`src/rtl/rec_pkg.sv`:
```
// Shared types and default sizing for the sample recorder controller.
package rec_pkg;

  localparam int unsigned ADDR_W_DEF   = 20;
  localparam logic [19:0] MAX_ADDR_DEF = 20'hFFFFF;
  localparam int unsigned DATA_W       = 16;

  typedef enum logic [1:0] {
    ST_IDLE  = 2'd0,
    ST_REC   = 2'd1,
    ST_PAUSE = 2'd2,
    ST_DONE  = 2'd3
  } state_e;

endpackage

```
`src/rtl/rec_addr_cnt.sv`:
```
// Write pointer / take length counter; one extra bit so a full memory fits.
module rec_addr_cnt
  import rec_pkg::*;
#(
  parameter int unsigned       ADDR_W   = ADDR_W_DEF,
  parameter logic [ADDR_W-1:0] MAX_ADDR = ADDR_W'(MAX_ADDR_DEF)
) (
  input  logic            clk,
  input  logic            rst,
  input  logic            clr,
  input  logic            inc,
  output logic            full_c,
  output logic [ADDR_W:0] count
);

  // Pointer and length are the same value: the next address to write.
  always_ff @(posedge clk or posedge rst) begin
    if (rst) begin
      count <= '0;
    end else if (clr) begin
      count <= '0;
    end else if (inc) begin
      count <= count + (ADDR_W + 1)'(1);
    end
  end

  // High while the pending write lands on the last usable address.
  assign full_c = (count == {1'b0, MAX_ADDR});

endmodule

```
`src/rtl/rec_ctrl.sv`:
```
// Recording controller: streams PCM samples into SRAM with start/pause/stop control.
module rec_ctrl
  import rec_pkg::*;
#(
  parameter int unsigned       ADDR_W   = ADDR_W_DEF,
  parameter logic [ADDR_W-1:0] MAX_ADDR = ADDR_W'(MAX_ADDR_DEF)
) (
  input  logic              i_clk,
  input  logic              i_rst,
  input  logic              i_start,
  input  logic              i_pause,
  input  logic              i_stop,
  input  logic              i_smp_valid,
  input  logic [DATA_W-1:0] i_smp_data,
  output logic              o_we,
  output logic [ADDR_W-1:0] o_addr,
  output logic [DATA_W-1:0] o_wdata,
  output logic [ADDR_W:0]   o_len,
  output logic [1:0]        o_state,
  output logic              o_done
);

  state_e          state;
  state_e          state_nx;
  logic            write_c;
  logic            start_ok_c;
  logic            clr_c;
  logic            inc_c;
  logic            done_nx_c;
  logic            full_c;
  logic [ADDR_W:0] count;

  // A sample is captured in any REC cycle, even alongside pause/stop.
  assign write_c    = (state == ST_REC) && i_smp_valid;
  // Start only wins when no higher-priority request is present.
  assign start_ok_c = i_start && !i_stop && !i_pause;

  rec_addr_cnt #(
    .ADDR_W   (ADDR_W),
    .MAX_ADDR (MAX_ADDR)
  ) u_cnt (
    .clk    (i_clk),
    .rst    (i_rst),
    .clr    (clr_c),
    .inc    (inc_c),
    .full_c (full_c),
    .count  (count)
  );

  // State register.
  always_ff @(posedge i_clk or posedge i_rst) begin
    if (i_rst) begin
      state <= ST_IDLE;
    end else begin
      state <= state_nx;
    end
  end

  // Next-state logic with stop > pause > start priority; a full write ends the take.
  always_comb begin
    state_nx = state;
    case (state)
      ST_IDLE, ST_DONE: begin
        if (start_ok_c) state_nx = ST_REC;
      end
      ST_REC: begin
        if (i_stop || (write_c && full_c)) state_nx = ST_DONE;
        else if (i_pause)                  state_nx = ST_PAUSE;
      end
      ST_PAUSE: begin
        if (i_stop)          state_nx = ST_DONE;
        else if (start_ok_c) state_nx = ST_REC;
      end
      default: state_nx = ST_IDLE;
    endcase
  end

  // Counter control and the done-pulse condition.
  always_comb begin
    clr_c     = 1'b0;
    inc_c     = 1'b0;
    done_nx_c = 1'b0;
    inc_c     = write_c;
    clr_c     = ((state == ST_IDLE) || (state == ST_DONE)) && start_ok_c;
    done_nx_c = (state != ST_DONE) && (state_nx == ST_DONE);
  end

  // Registered SRAM write port and done pulse; address/data hold between writes.
  always_ff @(posedge i_clk or posedge i_rst) begin
    if (i_rst) begin
      o_we    <= 1'b0;
      o_addr  <= '0;
      o_wdata <= '0;
      o_done  <= 1'b0;
    end else begin
      o_we   <= write_c;
      o_done <= done_nx_c;
      if (write_c) begin
        o_addr  <= count[ADDR_W-1:0];
        o_wdata <= i_smp_data;
      end
    end
  end

  assign o_len   = count;
  assign o_state = state;

endmodule

```
`config.mk`:
```
export PLATFORM = sky130hd
export DESIGN_NAME = rec_ctrl
export DESIGN_NICKNAME = d
export VERILOG_FILES = /design/src/rtl/rec_pkg.sv /design/src/rtl/rec_addr_cnt.sv /design/src/rtl/rec_ctrl.sv
export SDC_FILE = /design/constraint.sdc
export NUM_CORES = 1
export LEC_CHECK = 0
export ABC_CLOCK_PERIOD_IN_PS = 6200
export CAP_MARGIN = 20
export CORE_MARGIN = 10
export CORE_UTILIZATION = 45
export CTS_BUF_LIST = sky130_fd_sc_hd__clkbuf_16
export CTS_CLUSTER_SIZE = 10
export DETAILED_ROUTE_END_ITERATION = 10
export GPL_ROUTABILITY_DRIVEN = 0
export GPL_TIMING_DRIVEN = 0
export PLACE_DENSITY_LB_ADDON = 0.3
export SYNTH_ARGS = -nofsm -noshare
export SYNTH_HDL_FRONTEND = slang
export SYNTH_SLANG_ARGS = --single-unit
```
`constraint.sdc`:
```
create_clock -name i_clk -period 6.2 [get_ports i_clk]
set_input_delay 1.86 -clock i_clk [delete_from_list [all_inputs] [get_ports i_clk]]
set_output_delay 1.86 -clock i_clk [all_outputs]
set_load 0.02 [all_outputs]
```
=== Word-level counts from Yosys, hierarchy flattened ===
Cells that the tools add are included.

* $add $sub $neg: 1
* Equal/unequal tests: 6
* Multiplexer cells: 7
* Reductions and logical operators: 13

{| class="wikitable"
|+ Operator list
! operator !! count
|-
| 2-to-1 mux 21 bit || 2
|-
| adder 21 x 1 -> 21 bit, second input constant || 1
|-
| == test 21 x 20 -> 1 bit, second input constant || 1
|-
| 2-to-1 mux 2 bit || 4
|-
| == test 2 bit, second input constant || 3
|-
| logical AND 1 bit || 6
|-
| case mux 2 bit (3 select lines) || 1
|-
| == test 2 x 1 -> 1 bit, second input constant || 1
|-
| logical NOT 1 bit || 2
|-
| logical NOT 2 bit || 1
|-
| logical OR 1 bit || 2
|-
| != test 2 bit, second input constant || 1
|-
| nonzero test 2 bit || 1
|-
| OR reduction 2 bit || 1
|}

* Register bits: 61
* Input port bits: 22
* Output and inout bits: 61
* Logic and storage cells: 33

=== Depth between registers and ports, before layout ===
* Word-level depth: 8
* Depth in mapped cells: 7
* Mapped depth without buffers: 6

=== Cells and area by module ===
From an unflattened synthesis, not the netlist that was laid out.

* Cell total of the unflattened synthesis: 218
* Area total of the unflattened synthesis: 2708.8 µm²

{| class="wikitable"
|+ Modules (own cells, without submodules)
! module !! instances !! cells each !! area each (µm²) !! seq. area each (µm²)
|-
| rec_ctrl || 1 || 104 || 1617.8 || 1001.0
|-
| rec_addr_cnt || 1 || 114 || 1091.0 || 525.5
|}

=== Worst setup path after synthesis ===
OpenSTA, ideal clock, no wires.

* Path kind: input to register
* Start: input i_smp_valid
* End: register o_done
* Library setup time: 0.111 ns
* Arrival: 3.263 ns
* Data required time: 6.089 ns
* Setup slack: 2.825 ns
* Stages: 4
* Path buffers: 0
* Path through: nand3_1 or4_4 or4_4 a2111oi_2

* Word-level cells in the longest chain between the ends: 7

{| class="wikitable"
|+ Ends and longest elaborated chain
! what !! line !! source
|-
| from (decl) || rec_ctrl.sv:13 || <nowiki>input logic i_smp_valid,</nowiki>
|-
| logical AND 1 bit || rec_ctrl.sv:34 || <nowiki>assign write_c = (state == ST_REC) && i_smp_valid;</nowiki>
|-
| logical AND 1 bit || rec_ctrl.sv:67 || <nowiki>if (i_stop || (write_c && full_c)) state_nx = ST_DONE;</nowiki>
|-
| logical OR 1 bit || rec_ctrl.sv:67 ||
|-
| 2-to-1 mux 2 bit || rec_ctrl.sv:67 ||
|-
| case mux 2 bit (3 select lines) || rec_ctrl.sv:62 || <nowiki>case (state)</nowiki>
|-
| == test 2 bit || rec_ctrl.sv:85 || <nowiki>done_nx_c = (state != ST_DONE) && (state_nx == ST_DONE);</nowiki>
|-
| logical AND 1 bit || rec_ctrl.sv:85 ||
|-
| via done_nx_c || rec_ctrl.sv:29 || <nowiki>logic done_nx_c;</nowiki>
|-
| to (signal assigned) || rec_ctrl.sv:97 || <nowiki>o_done <= done_nx_c;</nowiki>
|-
| to (decl) || rec_ctrl.sv:20 || <nowiki>output logic o_done</nowiki>
|}

The timed path passes the listed nets, and every way through them passes these cells.
A chain may end at the register's enable or synchronous reset.

=== Worst setup path in the final report ===
Ends and elaborated chain as after synthesis.

==> metrics.md <==
| Metric | Value |
|---|---|
| Unrepaired setup endpoints after global routing | `no` |
| Htree depth | `3` |
| Postcts setup bufs | `0` |
| Seq/Total Area, Yosys | `0.577` |
| Source of the critical timing path | `i_smp_valid` |
| P&R area growth vs syn | `45.8%` |
| Largest cells by area after synthesis | `dfrtp_1 58%, mux2_2 14%, a21oi_1 3.2%` |
| Initial cell density of the core | `0.472` |
| Die Ht | `96.7 µm` |
| WHS Path Cells | `2` |
| Slew margin rel. | `0.566` |
| CTS sink count | `61` |
| Yosys top cell area share | `0.577` |
| Reg2reg start | `o_state[0]` |
| Total Wirelength | `about 6.6 mm` |
| Mapped Nets | `approximately 250` |
| Fraction of layout cells with a size suffix above 1 | `0.169` |
| CTS tree | `done` |
| Distinct cell type count after synthesis | `32` |
| Worst-path clk slew | `0.05 ns` |
| Minimum clock period | `roughly 3.7 ns` |
| Crit Path Category | `primary input to flip-flop` |
| Clk_lat worst skew | `around 0.32 ns` |
| FF+latch count, synth | `61` |
| Peak VDD IR | `300 µV` |
| CP arrival | `between 3 and 4 ns` |
| Power density over the cells | `between 300 and 400 nW/µm²` |
| DP HPWL | `around 4.9 mm` |
| Die ar. | `9340 µm²` |
| Row Count | `27` |
| First-pass GRT wire length | `between 10 and 15 mm` |
| Ys Warns | `0` |
| Area occupied by multi-input gates | `~1100 µm²` |
| Reg2Reg Setup Slack | `approximately 3.7 ns` |
| Final period util | `0.600` |
| Worst setup SP type | `primary input` |
| Worst Tran Pin Value | `approximately 0.64 ns` |
| Routed vias | `between 2,000 and 2,500` |
| Final clock skew | `roughly 0.0033 ns` |
| Via density | `approximately 5.3` |
| Largest net degree at the start of global routing | `42` |
| Worst hold path class | `flip-flop to flip-flop` |
| Register Area | `around 1500 µm²` |
| Static Leak | `roughly 1.6 nW` |
| Post-Syn Area | `~2600 µm²` |
| Gate Count Post-Synth | `between 200 and 250` |
| Area leader, netlist | `dfrtp_1` |
| GR Overflow Total | `0` |
| CTS resizes | `0` |
| Final Net Count | `341` |
| Worst Path Required | `~6.4 ns` |
| Drt first pass iters | `4` |
| Worst r2r path cells | `5` |
| Initial antenna violation count | `0` |
| Gr usage total | `0.136` |
| Setup Viol. Count Final | `0` |
| Per-cell routed wire length | `roughly 17 µm` |
| Power Total | `approximately 1.5 mW` |
| Final ANT Viol Nets | `0` |
| Worst r2r dst | `o_done` |
| Max-cap violations | `0` |
| CTS Hold Bufs | `0` |
| Clock Path Buffers | `2` |
| Final max-slew violation count | `0` |
| Status | `finished clean` |
| Root Driver | `clkbuf_16` |
| Fillcell total | `449` |
| Fmax | `269 MHz` |
| Total CTS buffers | `9` |
| Avg Cell Area, Syn | `between 10 and 15 µm²` |
| Setup crit end | `o_done` |
| I/O Pins | `between 80 and 90` |
| Initial detailed-routing violation count | `73` |
| Die width | `around 97 µm` |
| Vias in the first global route | `roughly 2,100` |
| PortBufs | `between 80 and 90` |
| CP Capture Type | `flip-flop` |
| Core area | `roughly 5600 µm²` |
| Worst-path fanout max | `6` |
| ANT cells | `0` |
| DRC violations left | `0` |
| Final core utilization | `0.688` |
| Setup TNS | `0 ns` |
| Worst hold slack | `a little under 0.5 ns` |
| Hold Fails Final Rpt | `0` |
## area by class of cell
cell class,count,area share
inverter,9,0.00876
timing repair buffer,83,0.218
clock inverter,7,0.0146
buffer,8,0.00811
tap,72,0.0234
multi-input combinational,143,0.273
clock buffer,9,0.0584
sequential,61,0.396
## per-stage QoR
step                      area, µm²  worst slack, ns  std cells
final                          3860             2.48        392
after global routing           3860             2.37        392
after CTS                      3860             2.47        392
after detailed placement       3580             2.15        376
after global placement         3560             1.69        375
after floorplan                2650             2.83        221
## routing by layer
metal / global-route usage / share of wire / vias up
li1: - / - / 986
met1: 0.147 / 0.40 / 1020
met2: 0.217 / 0.49 / 63
met3: 0.0688 / 0.10 / 8
met4: 0.0643 / 0.010 / 0
met5: 0 / 0 / -
## kinds of logic after synthesis
| group | after synthesis | synth area share |
|---|---|---|
| AO/OA/AOI/OAI | 36 | 0.0785 |
| XOR/XNOR | 9 | 0.0298 |
| adder cells (fa/ha/maj) | 4 | 0.0189 |
| buffers and inverters | 17 | 0.0246 |
| flip-flops | 61 | 0.577 |
| multiplexers | 33 | 0.140 |
| AND/OR/NAND/NOR | 61 | 0.131 |
## worst min path at each step
stage                 end       start  slack (ns)
2_1_floorplan  o_addr[10]  o_addr[10]        0.59
3_3_place_gp    o_addr[8]   o_addr[8]        0.46
3_5_place_dp   o_addr[16]  o_addr[16]        0.47
4_1_cts        o_addr[16]  o_addr[16]        0.48
5_1_grt         o_addr[4]   o_addr[4]        0.52
6_report       o_addr[16]  o_addr[16]        0.48
## Yosys cell counts
cell / instances
dfrtp_1: 61
nand3b_1: 1
inv_1: 8
nor2_1: 9
nand2_1: 14
clkbuf_1: 5
nor4_1: 2
buf_1: 2
or3_1: 8
o21ai_0: 11
nor3_1: 3
a2111oi_2: 1
xnor2_1: 6
inv_2: 1
nor2b_1: 1
mux2_2: 33
and2_1: 3
nand4_2: 1
or4_4: 2
and4_1: 2
o31ai_1: 4
or4_1: 6
a21oi_1: 17
nand3_1: 5
o311ai_0: 1
ha_1: 4
nor3b_1: 1
o22ai_1: 1
buf_2: 1
xor2_1: 3
a21o_1: 1
nand4_1: 3
## sequential cells by signal, indices dropped and copies added, names as in the netlist
signal / flops
o_we: 1
o_state: 2
o_addr: 20
o_wdata: 16
o_done: 1
u_cnt.count: 21
## power by group
part           switching, mW  leakage, nW  internal, mW
logic                  0.236        0.692         0.239
clock network          0.163        0.141         0.304
registers             0.0531        0.812         0.480
total                  0.452         1.64          1.02
## layout by cell type, fill, tap and decap left out
master / netlist / routed
a2111oi_2: 1 / 1
a21o_1: 1 / 1
a21oi_1: 17 / 17
and2_1: 3 / 3
and4_1: 2 / 2
buf_1: 2 / 2
buf_12: 0 / 1
buf_2: 1 / 1
bufinv_16: 0 / 1
clkbuf_1: 5 / 5
clkbuf_16: 0 / 9
clkdlybuf4s50_1: 0 / 82
clkinv_1: 0 / 3
clkinv_2: 0 / 3
dfrtp_1: 61 / 61
ha_1: 4 / 4
inv_1: 8 / 7
inv_2: 1 / 2
mux2_2: 33 / 33
nand2_1: 14 / 14
nand3_1: 5 / 5
nand3b_1: 1 / 1
nand4_1: 3 / 3
nand4_2: 1 / 1
nor2_1: 9 / 9
nor2b_1: 1 / 1
nor3_1: 3 / 3
nor3b_1: 1 / 1
nor4_1: 2 / 2
o21ai_0: 11 / 11
o22ai_1: 1 / 1
o311ai_0: 1 / 1
o31ai_1: 4 / 4
or3_1: 8 / 8
or4_1: 6 / 6
or4_4: 2 / 2
xnor2_1: 6 / 6
xor2_1: 3 / 3
## worst max-delay path, cell delays in order
cell	delay, ns
clkdlybuf4s50_1	0.51
nand3_1	0.20
or4_4	0.49
or4_4	0.56
a2111oi_2	0.31
Power figures use the tool's default switching activity.
